==> config.mk <==
export PLATFORM = sky130hd
export DESIGN_NAME = t5_dwbctl_flat
export DESIGN_NICKNAME = d
export VERILOG_FILES = /design/src/rtl/t5_dwbctl_if.sv /design/src/rtl/t5_dwbctl.sv /design/src/flat_wrapper.sv
export SDC_FILE = /design/constraint.sdc
export NUM_CORES = 1
export LEC_CHECK = 0
export BUFFER_PORTS_ARGS = -buffer_cell sky130_fd_sc_hd__buf_2
export CAP_MARGIN = 5
export CELL_PAD_IN_SITES_DETAIL_PLACEMENT = 1
export CELL_PAD_IN_SITES_GLOBAL_PLACEMENT = 1
export CORE_ASPECT_RATIO = 0.75
export CORE_UTILIZATION = 25
export DETAILED_ROUTE_END_ITERATION = 12
export PLACE_DENSITY = 0.66
export SLEW_MARGIN = 20
export SYNTH_ARGS = -nofsm -noshare
export SYNTH_HDL_FRONTEND = slang
export SYNTH_SLANG_ARGS = --single-unit
export TNS_END_PERCENT = 100
==> constraint.sdc <==
create_clock -name sclk -period 2.6 [get_ports sclk]
set_input_delay 0.52 -clock sclk [delete_from_list [all_inputs] [get_ports sclk]]
set_output_delay 0.52 -clock sclk [all_outputs]
set_load 0.02 [all_outputs]
==> src/rtl/t5_dwbctl_if.sv <==
// Wishbone-classic data-bus bundle between the T5 load/store sequencer and the bus slave.
interface t5_dwbctl_if #(
    parameter int unsigned XLEN = 32
);
    logic            dwb_cyc;
    logic            dwb_stb;
    logic            dwb_wre;
    logic [3:0]      dwb_sel;
    logic [XLEN-1:0] dwb_adr;
    logic [XLEN-1:0] dwb_dto;
    logic            dwb_ack;

    modport master (
        output dwb_cyc, dwb_stb, dwb_wre, dwb_sel, dwb_adr, dwb_dto,
        input  dwb_ack
    );

    modport slave (
        input  dwb_cyc, dwb_stb, dwb_wre, dwb_sel, dwb_adr, dwb_dto,
        output dwb_ack
    );
endinterface

==> src/rtl/t5_dwbctl.sv <==
// T5 data-bus load/store sequencer: one Wishbone-classic cycle per X-stage memory op,
// holding the pipeline (sena) until ack, misalignment or timeout.
module t5_dwbctl #(
    parameter int unsigned XLEN = 32,
    parameter int unsigned TMO  = 16
) (
    input  logic            sclk,
    input  logic            srst,
    input  logic [4:0]      xopc,
    input  logic [2:0]      xfn3,
    input  logic [XLEN-1:0] xalu,
    input  logic [XLEN-1:0] xrs2,
    t5_dwbctl_if.master     dwb,
    output logic [3:0]      xsel,
    output logic            sena,
    output logic            dmis,
    output logic            derr,
    output logic [XLEN-1:0] dfad
);
    localparam int unsigned CW = 8;
    localparam logic [4:0]  OPC_LOAD  = 5'b00000;
    localparam logic [4:0]  OPC_STORE = 5'b01000;

    typedef enum logic [0:0] {IDLE, BUS} state_t;

    state_t          state;
    logic [CW-1:0]   tmo_cnt;
    logic            xmem;
    logic            xst;
    logic            xmis;
    logic            tmo_hit;
    logic [XLEN-1:0] st_data;

    assign xst     = (xopc == OPC_STORE);
    assign xmem    = (xopc == OPC_LOAD) | xst;
    assign tmo_hit = (tmo_cnt == CW'(TMO - 1));

    // Lane decode, misalignment and store-data replication from the live X-stage op
    always_comb begin
        xsel    = 4'h0;
        xmis    = 1'b0;
        st_data = xrs2;
        case (xfn3[1:0])
            2'b00: begin
                xsel    = 4'b0001 << xalu[1:0];
                st_data = {4{xrs2[7:0]}};
            end
            2'b01: begin
                xsel    = xalu[1] ? 4'hC : 4'h3;
                xmis    = xalu[0];
                st_data = {2{xrs2[15:0]}};
            end
            default: begin
                xsel = 4'hF;
                xmis = (xalu[1:0] != 2'b00);
            end
        endcase
        if (!xmem) begin
            xsel = 4'h0;
            xmis = 1'b0;
        end
    end

    // Pipeline enable: free-running in IDLE except while launching a bus cycle
    always_comb begin
        sena = 1'b1;
        case (state)
            IDLE: sena = !xmem || xmis;
            BUS:  sena = dwb.dwb_ack || tmo_hit;
            default: sena = 1'b1;
        endcase
    end

    always_ff @(posedge sclk) begin
        if (srst) begin
            state       <= IDLE;
            tmo_cnt     <= '0;
            dwb.dwb_cyc <= 1'b0;
            dwb.dwb_stb <= 1'b0;
            dwb.dwb_wre <= 1'b0;
            dwb.dwb_sel <= 4'h0;
            dwb.dwb_adr <= '0;
            dwb.dwb_dto <= '0;
            dmis        <= 1'b0;
            derr        <= 1'b0;
            dfad        <= '0;
        end else begin
            dmis <= 1'b0;
            derr <= 1'b0;
            case (state)
                IDLE: begin
                    tmo_cnt <= '0;
                    if (xmem && xmis) begin
                        dmis <= 1'b1;
                        dfad <= xalu;
                    end else if (xmem) begin
                        state       <= BUS;
                        dwb.dwb_cyc <= 1'b1;
                        dwb.dwb_stb <= 1'b1;
                        dwb.dwb_wre <= xst;
                        dwb.dwb_sel <= xsel;
                        dwb.dwb_adr <= {xalu[XLEN-1:2], 2'b00};
                        dwb.dwb_dto <= st_data;
                    end
                end
                BUS: begin
                    // Ack takes priority over a simultaneous timeout expiry
                    if (dwb.dwb_ack || tmo_hit) begin
                        state       <= IDLE;
                        tmo_cnt     <= '0;
                        dwb.dwb_cyc <= 1'b0;
                        dwb.dwb_stb <= 1'b0;
                        dwb.dwb_wre <= 1'b0;
                        dwb.dwb_sel <= 4'h0;
                        if (!dwb.dwb_ack) begin
                            derr <= 1'b1;
                            dfad <= dwb.dwb_adr;
                        end
                    end else begin
                        tmo_cnt <= tmo_cnt + CW'(1);
                    end
                end
                default: state <= IDLE;
            endcase
        end
    end
endmodule

==> src/flat_wrapper.sv <==
// flat-port wrapper written by rule: the top's interface ports become plain ports
module t5_dwbctl_flat 
#(
    parameter int unsigned XLEN = 32,
    parameter int unsigned TMO  = 16
)
  (sclk, srst, xopc, xfn3, xalu, xrs2, xsel, sena, dmis, derr, dfad, dwb_dwb_cyc, dwb_dwb_stb, dwb_dwb_wre, dwb_dwb_sel, dwb_dwb_adr, dwb_dwb_dto, dwb_dwb_ack);
  t5_dwbctl_if #(.XLEN(XLEN)) dwb_i ();
  input  logic sclk;
  input  logic srst;
  input  logic [4:0] xopc;
  input  logic [2:0] xfn3;
  input  logic [XLEN-1:0] xalu;
  input  logic [XLEN-1:0] xrs2;
  output logic [3:0] xsel;
  output logic sena;
  output logic dmis;
  output logic derr;
  output logic [XLEN-1:0] dfad;
  output wire logic [$bits(dwb_i.dwb_cyc)-1:0] dwb_dwb_cyc;
  output wire logic [$bits(dwb_i.dwb_stb)-1:0] dwb_dwb_stb;
  output wire logic [$bits(dwb_i.dwb_wre)-1:0] dwb_dwb_wre;
  output wire logic [$bits(dwb_i.dwb_sel)-1:0] dwb_dwb_sel;
  output wire logic [$bits(dwb_i.dwb_adr)-1:0] dwb_dwb_adr;
  output wire logic [$bits(dwb_i.dwb_dto)-1:0] dwb_dwb_dto;
  input wire logic [$bits(dwb_i.dwb_ack)-1:0] dwb_dwb_ack;
  assign dwb_dwb_cyc = dwb_i.dwb_cyc;
  assign dwb_dwb_stb = dwb_i.dwb_stb;
  assign dwb_dwb_wre = dwb_i.dwb_wre;
  assign dwb_dwb_sel = dwb_i.dwb_sel;
  assign dwb_dwb_adr = dwb_i.dwb_adr;
  assign dwb_dwb_dto = dwb_i.dwb_dto;
  assign dwb_i.dwb_ack = dwb_dwb_ack;
  t5_dwbctl #(.XLEN(XLEN), .TMO(TMO)) u_core (.sclk(sclk), .srst(srst), .xopc(xopc), .xfn3(xfn3), .xalu(xalu), .xrs2(xrs2), .dwb(dwb_i), .xsel(xsel), .sena(sena), .dmis(dmis), .derr(derr), .dfad(dfad));
endmodule
== After elaboration in Yosys (flattened, before gate mapping) ==
Index checks and enable logic that the tools add are counted.

* Flip-flop bits (word level): 111
* Input port bits: 75
* Output and inout bits: 110

* Bitwise gates (word level): 4
* Add/subtract/negate cells: 1
* Equality and inequality tests: 8
* Reduce and logical (&&, ||, !) cells: 12
* Multiplexer cells: 30
* Shift operators: 1

{| class="wikitable"
|+ Operators with widths
! operator !! count
|-
| one-hot mux 32 bit (2 select lines) || 2
|-
| 2-to-1 mux 32 bit || 3
|-
| 2-to-1 mux 4 bit || 5
|-
| one-hot mux 4 bit (2 select lines) || 2
|-
| one-hot mux 8 bit (2 select lines) || 1
|-
| 2-to-1 mux 1 bit || 11
|-
| one-hot mux 1 bit (2 select lines) || 5
|-
| AND reduction 3 bit || 3
|-
| adder 8 x 1 -> 8 bit, second input constant || 1
|-
| equality test 8 x 4 -> 1 bit, second input constant || 1
|-
| 2-to-1 mux 8 bit || 1
|-
| inequality test 2 bit, second input constant || 3
|-
| equality test 5 x 4 -> 1 bit, second input constant || 1
|-
| logical NOT 5 bit || 1
|-
| inequality test 2 x 1 -> 1 bit, second input constant || 2
|-
| << shifter 1 x 2 -> 4 bit, first input constant || 1
|-
| inverter 1 bit || 3
|-
| OR reduction 3 bit || 1
|-
| equality test 2 x 1 -> 1 bit, second input constant || 1
|-
| logical NOT 2 bit || 1
|-
| logical OR 1 bit || 2
|-
| nonzero test 2 bit || 1
|-
| OR reduction 2 bit || 1
|-
| logical AND 1 bit || 1
|-
| other kinds (2) || 2
|}

== Logic depth before layout (Yosys ltp) ==
* Depth in word-level cells: 6
* Gate-level depth with buffers: 8
* Mapped depth without buffers: 5

== Least setup slack after synthesis ==
OpenSTA, ideal clock, no wires.

* Path kind: input-to-output
* From: input port xfn3[0]
* To: output port sena
* Arrival time: 1.722 ns
* Path slack: 0.358 ns
* Cell stages on the path: 5
* Buffers on the path: 2
* Required time: 2.080 ns
* Cell sequence: buf_2 -> nor2_1 -> buf_2 -> o211ai_1 -> o21a_1

* Longest elaborated chain between the ends: 5
* Elaborated cells on any way between the ends: 6
* Classes of those cells: eq/ne (1); mux (3); reduce/logical (2)

{| class="wikitable"
|+ Ends and longest elaborated chain
! item !! line !! text
|-
| start: declaration || flat_wrapper.sv:12 || <nowiki>input logic [2:0] xfn3;</nowiki>
|-
| equality test 2 x 1 -> 1 bit or logical NOT 2 bit (tied branches) || t5_dwbctl.sv:43 || <nowiki>case (xfn3[1:0])</nowiki>
|-
| one-hot mux 1 bit (2 select lines) * || t5_dwbctl.sv:43 ||
|-
| 2-to-1 mux 1 bit * || t5_dwbctl.sv:58 || <nowiki>if (!xmem) begin</nowiki>
|-
| logical OR 1 bit * || t5_dwbctl.sv:68 || <nowiki>IDLE: sena = !xmem || xmis;</nowiki>
|-
| one-hot mux 1 bit (2 select lines) * || t5_dwbctl.sv:67 || <nowiki>case (state)</nowiki>
|-
| end: declaration || flat_wrapper.sv:16 || <nowiki>output logic sena;</nowiki>
|}

Mark *: on every way between the ends. The rest lies on a longest branch, timed or not.

== Worst setup path in the final report ==
* From: register u_core.tmo_cnt[4]
* To: output port sena

* Longest elaborated chain between the ends: 3

{| class="wikitable"
|+ Ends and longest elaborated chain
! item !! line !! text
|-
| start: declaration || t5_dwbctl.sv:27 || <nowiki>logic [CW-1:0] tmo_cnt;</nowiki>
|-
| start signal: assignment || t5_dwbctl.sv:120 || <nowiki>tmo_cnt <= tmo_cnt + CW'(1);</nowiki>
|-
| equality test 8 x 4 -> 1 bit || t5_dwbctl.sv:36 || <nowiki>assign tmo_hit = (tmo_cnt == CW'(TMO - 1));</nowiki>
|-
| logical OR 1 bit || t5_dwbctl.sv:69 || <nowiki>BUS: sena = dwb.dwb_ack || tmo_hit;</nowiki>
|-
| one-hot mux 1 bit (2 select lines) || t5_dwbctl.sv:67 ||
|}

Every way passes these cells.

==> reports/metrics.cfg <==
[logic_synthesis]
synth_commonest_cells = nand2_1, dfxtp_1, a21oi_1
yosysSeqAreaShare_pct = 46.6
yosysTopAreaCellShare_pct = 46.6
synth-seq-cells = 111
postSynth.asyncResetShare_pct = 0
synth_edf_count = 0
ys_types = 40
syn_inst = 548
yosys.area.top_type = dfxtp_1
synth.avg_cell_area_um2 = 8.70
syn_area_um2 = 4770
synth.area.top_cells = dfxtp_1, mux2i_1, nand2_1
synth_ff_type = dfxtp_1
ys_warn_count = 0
yosysMostFrequentCell = nand2_1

[power_and_ir_drop]
p_per_area_nw_per_um2 = 588
ir_worst_vdd_uv = 276
p_leak_nw = 2.57

[routing]
vias_per_cell = 4.58
firstDrtPassIters = 5
wl_per_cell_um = 16.3
wl_mm = 15.7
drc = 0
drt_iter0_drc = 174
postRouteAntennaNets = 0
route.vias.total = 4404

[cts]
clockRootBuffer = clkbuf_16
insertion_delay_ns = 0.35
cts_inserted_buffers = 9
cts_max_level = 3
cts_tree = done
cts_buffer_depth = 2
numClockSinks = 111
cts_setup_buffers = 0
cts.clk_slew.worst_paths_ns = 0.08
cts_resized = 0
ctsHoldBuffers = 0

[finish]
fin_util_pct = 33.7
n_antenna_cell = 0
syn_to_final_growth_pct = 31.1
drive_above_1_share_pct = 33.1
final_cells = 961
fin_nets = 785

[floorplan]
die_y_um = 122
rows = 43
die_x_um = 161
die-area_um2 = 19600
ios = 185
core_um2 = 18600
initial_utilization_pct = 25.7

[global_routing]
grt_pass1_wl_mm = 25.2
grt.overflow.total = 0
grt_usage_pct = 16.6
antenna_found_initial = 0
grt_pass1_vias = 4448
grt_max_degree = 79

[sta]
final.min_clock_period_ns = 2.35
drv_slew = 0
slew_headroom_pct = 57.6
fin_setup_tns_ns = 0
fmax_mhz = 426
finalCritPeriodShare_pct = 90.3
finalHoldViolCount = 0
skew_ns = 0.00542
rsz0062_at_grt = no
fin_ws_ns = 0.252
tightest_slew_ns = 0.636
whs_ns = 0.380
finalSetupViolations = 0

[run_status]
status = finished clean

[setup_path]
worstPathMaxFanout = 4
criticalPathCategory = register to primary output
end_kind = primary output
cp.arrival_ns = 1.83
cp-start-kind = register
r2r_cells = 5
required_ns = 2.08

[placement]
portBuffers = 181
hpwl_mm = 11.4
place_congestion = 0.810
place_ws_ns = 0.249
post-place-cells = 945

[min_path]
hold_class = primary input to register
min_path_cells = 2

[job]
maxCapViolations = 0

==> cell usage in the layout, fill, tap and decap left out, types with 4 or more instances in the layout <==
cell type / n
a211oi_2: 12
a211oi_1: 26
o21ai_0: 16
buf_2: 180
a21oi_1: 51
xnor2_1: 4
nor2_1: 37
nor3_1: 33
mux2i_1: 46
buf_12: 4
clkbuf_16: 9
a311oi_1: 8
nand2_1: 117
buf_4: 16
dfxtp_1: 110
nand4_1: 4
==> power breakdown <==
part | leakage [nW] | switching [mW] | total, mW | internal [mW]
logic | 1.50 | 0.219 | 0.354 | 0.134
registers | 0.897 | 0.0171 | 1.74 | 1.73
clock network | 0.165 | 0.647 | 1.57 | 0.926
==> worst paths after layout <==
path / slack, ns / to / startpoint
worst max-delay path: 0.25 / sena / u_core.tmo_cnt[4]$_SDFF_PP0_
worst min-delay path: 0.38 / u_core.derr$_SDFF_PP0_ / dwb_dwb_ack
worst max register to register: 0.59 / u_core.dwb.dwb_sel[3]$_SDFFE_PP0P_ / u_core.state$_SDFF_PP0_
worst min register to register: 0.45 / u_core.tmo_cnt[0]$_SDFF_PP0_ / u_core.tmo_cnt[0]$_SDFF_PP0_
==> metrics by stage <==
| step | power (mW) | instance area (um^2) |
|---|---|---|
| global placement | 2.14 | 5910 |
| detailed placement | 2.14 | 5910 |
| CTS | 3.74 | 6250 |
| global route | 3.83 | 6250 |
| floorplan | 1.98 | 4770 |
| finish | 3.67 | 6250 |
==> state kept, by name (all words and copies together), names as in the netlist, 4 cells and up <==
signal and flops:
u_core.dwb.dwb_sel 4, u_core.dwb.dwb_adr 30, u_core.dfad 32, u_core.dwb.dwb_dto 32
u_core.tmo_cnt 8
==> cell type report <==
class                   count  area (um^2)
fillers                  2262        12300
multi-input cells         383         2260
flip-flops and latches    111         2220
repair buffers            200         1100
well taps                 247          309
clock buffers              12          267
clock inverters             4         76.3
inverters                   4         15.0
==> cell families (layout without fill, tap and decap cells) <==
| kind of cell | after synthesis | count (layout) | share of synthesized area, % |
|---|---|---|---|
| XOR/XNOR | 6 | 6 | 1.10 |
| AO/OA/AOI/OAI | 124 | 124 | 17.8 |
| flip-flops | 111 | 111 | 46.6 |
| other | 1 | 2 | 0.0787 |
| multiplexers | 46 | 46 | 9.66 |
| adder cells (fa/ha/maj) | 1 | 1 | 0.262 |
| AND/OR/NAND/NOR | 204 | 204 | 18.1 |
| buffers and inverters | 55 | 220 | 6.35 |
==> worst max-delay path, cell delays in order, from the launching register on <==
cell,delay (ns)
dfxtp_1,0.35
or4_1,0.61
nor2_1,0.15
o21a_1,0.18
buf_2,0.19
==> metal layers <==
layer	GRT usage (%)	vias up	part of all wire [%]
met5	0	-	0
met4	5.07	0	1.5
met3	3.61	15	4.2
met2	25.5	86	44
met1	23.3	2083	51
li1	-	2220	-
(Power assumes the default switching activity.)
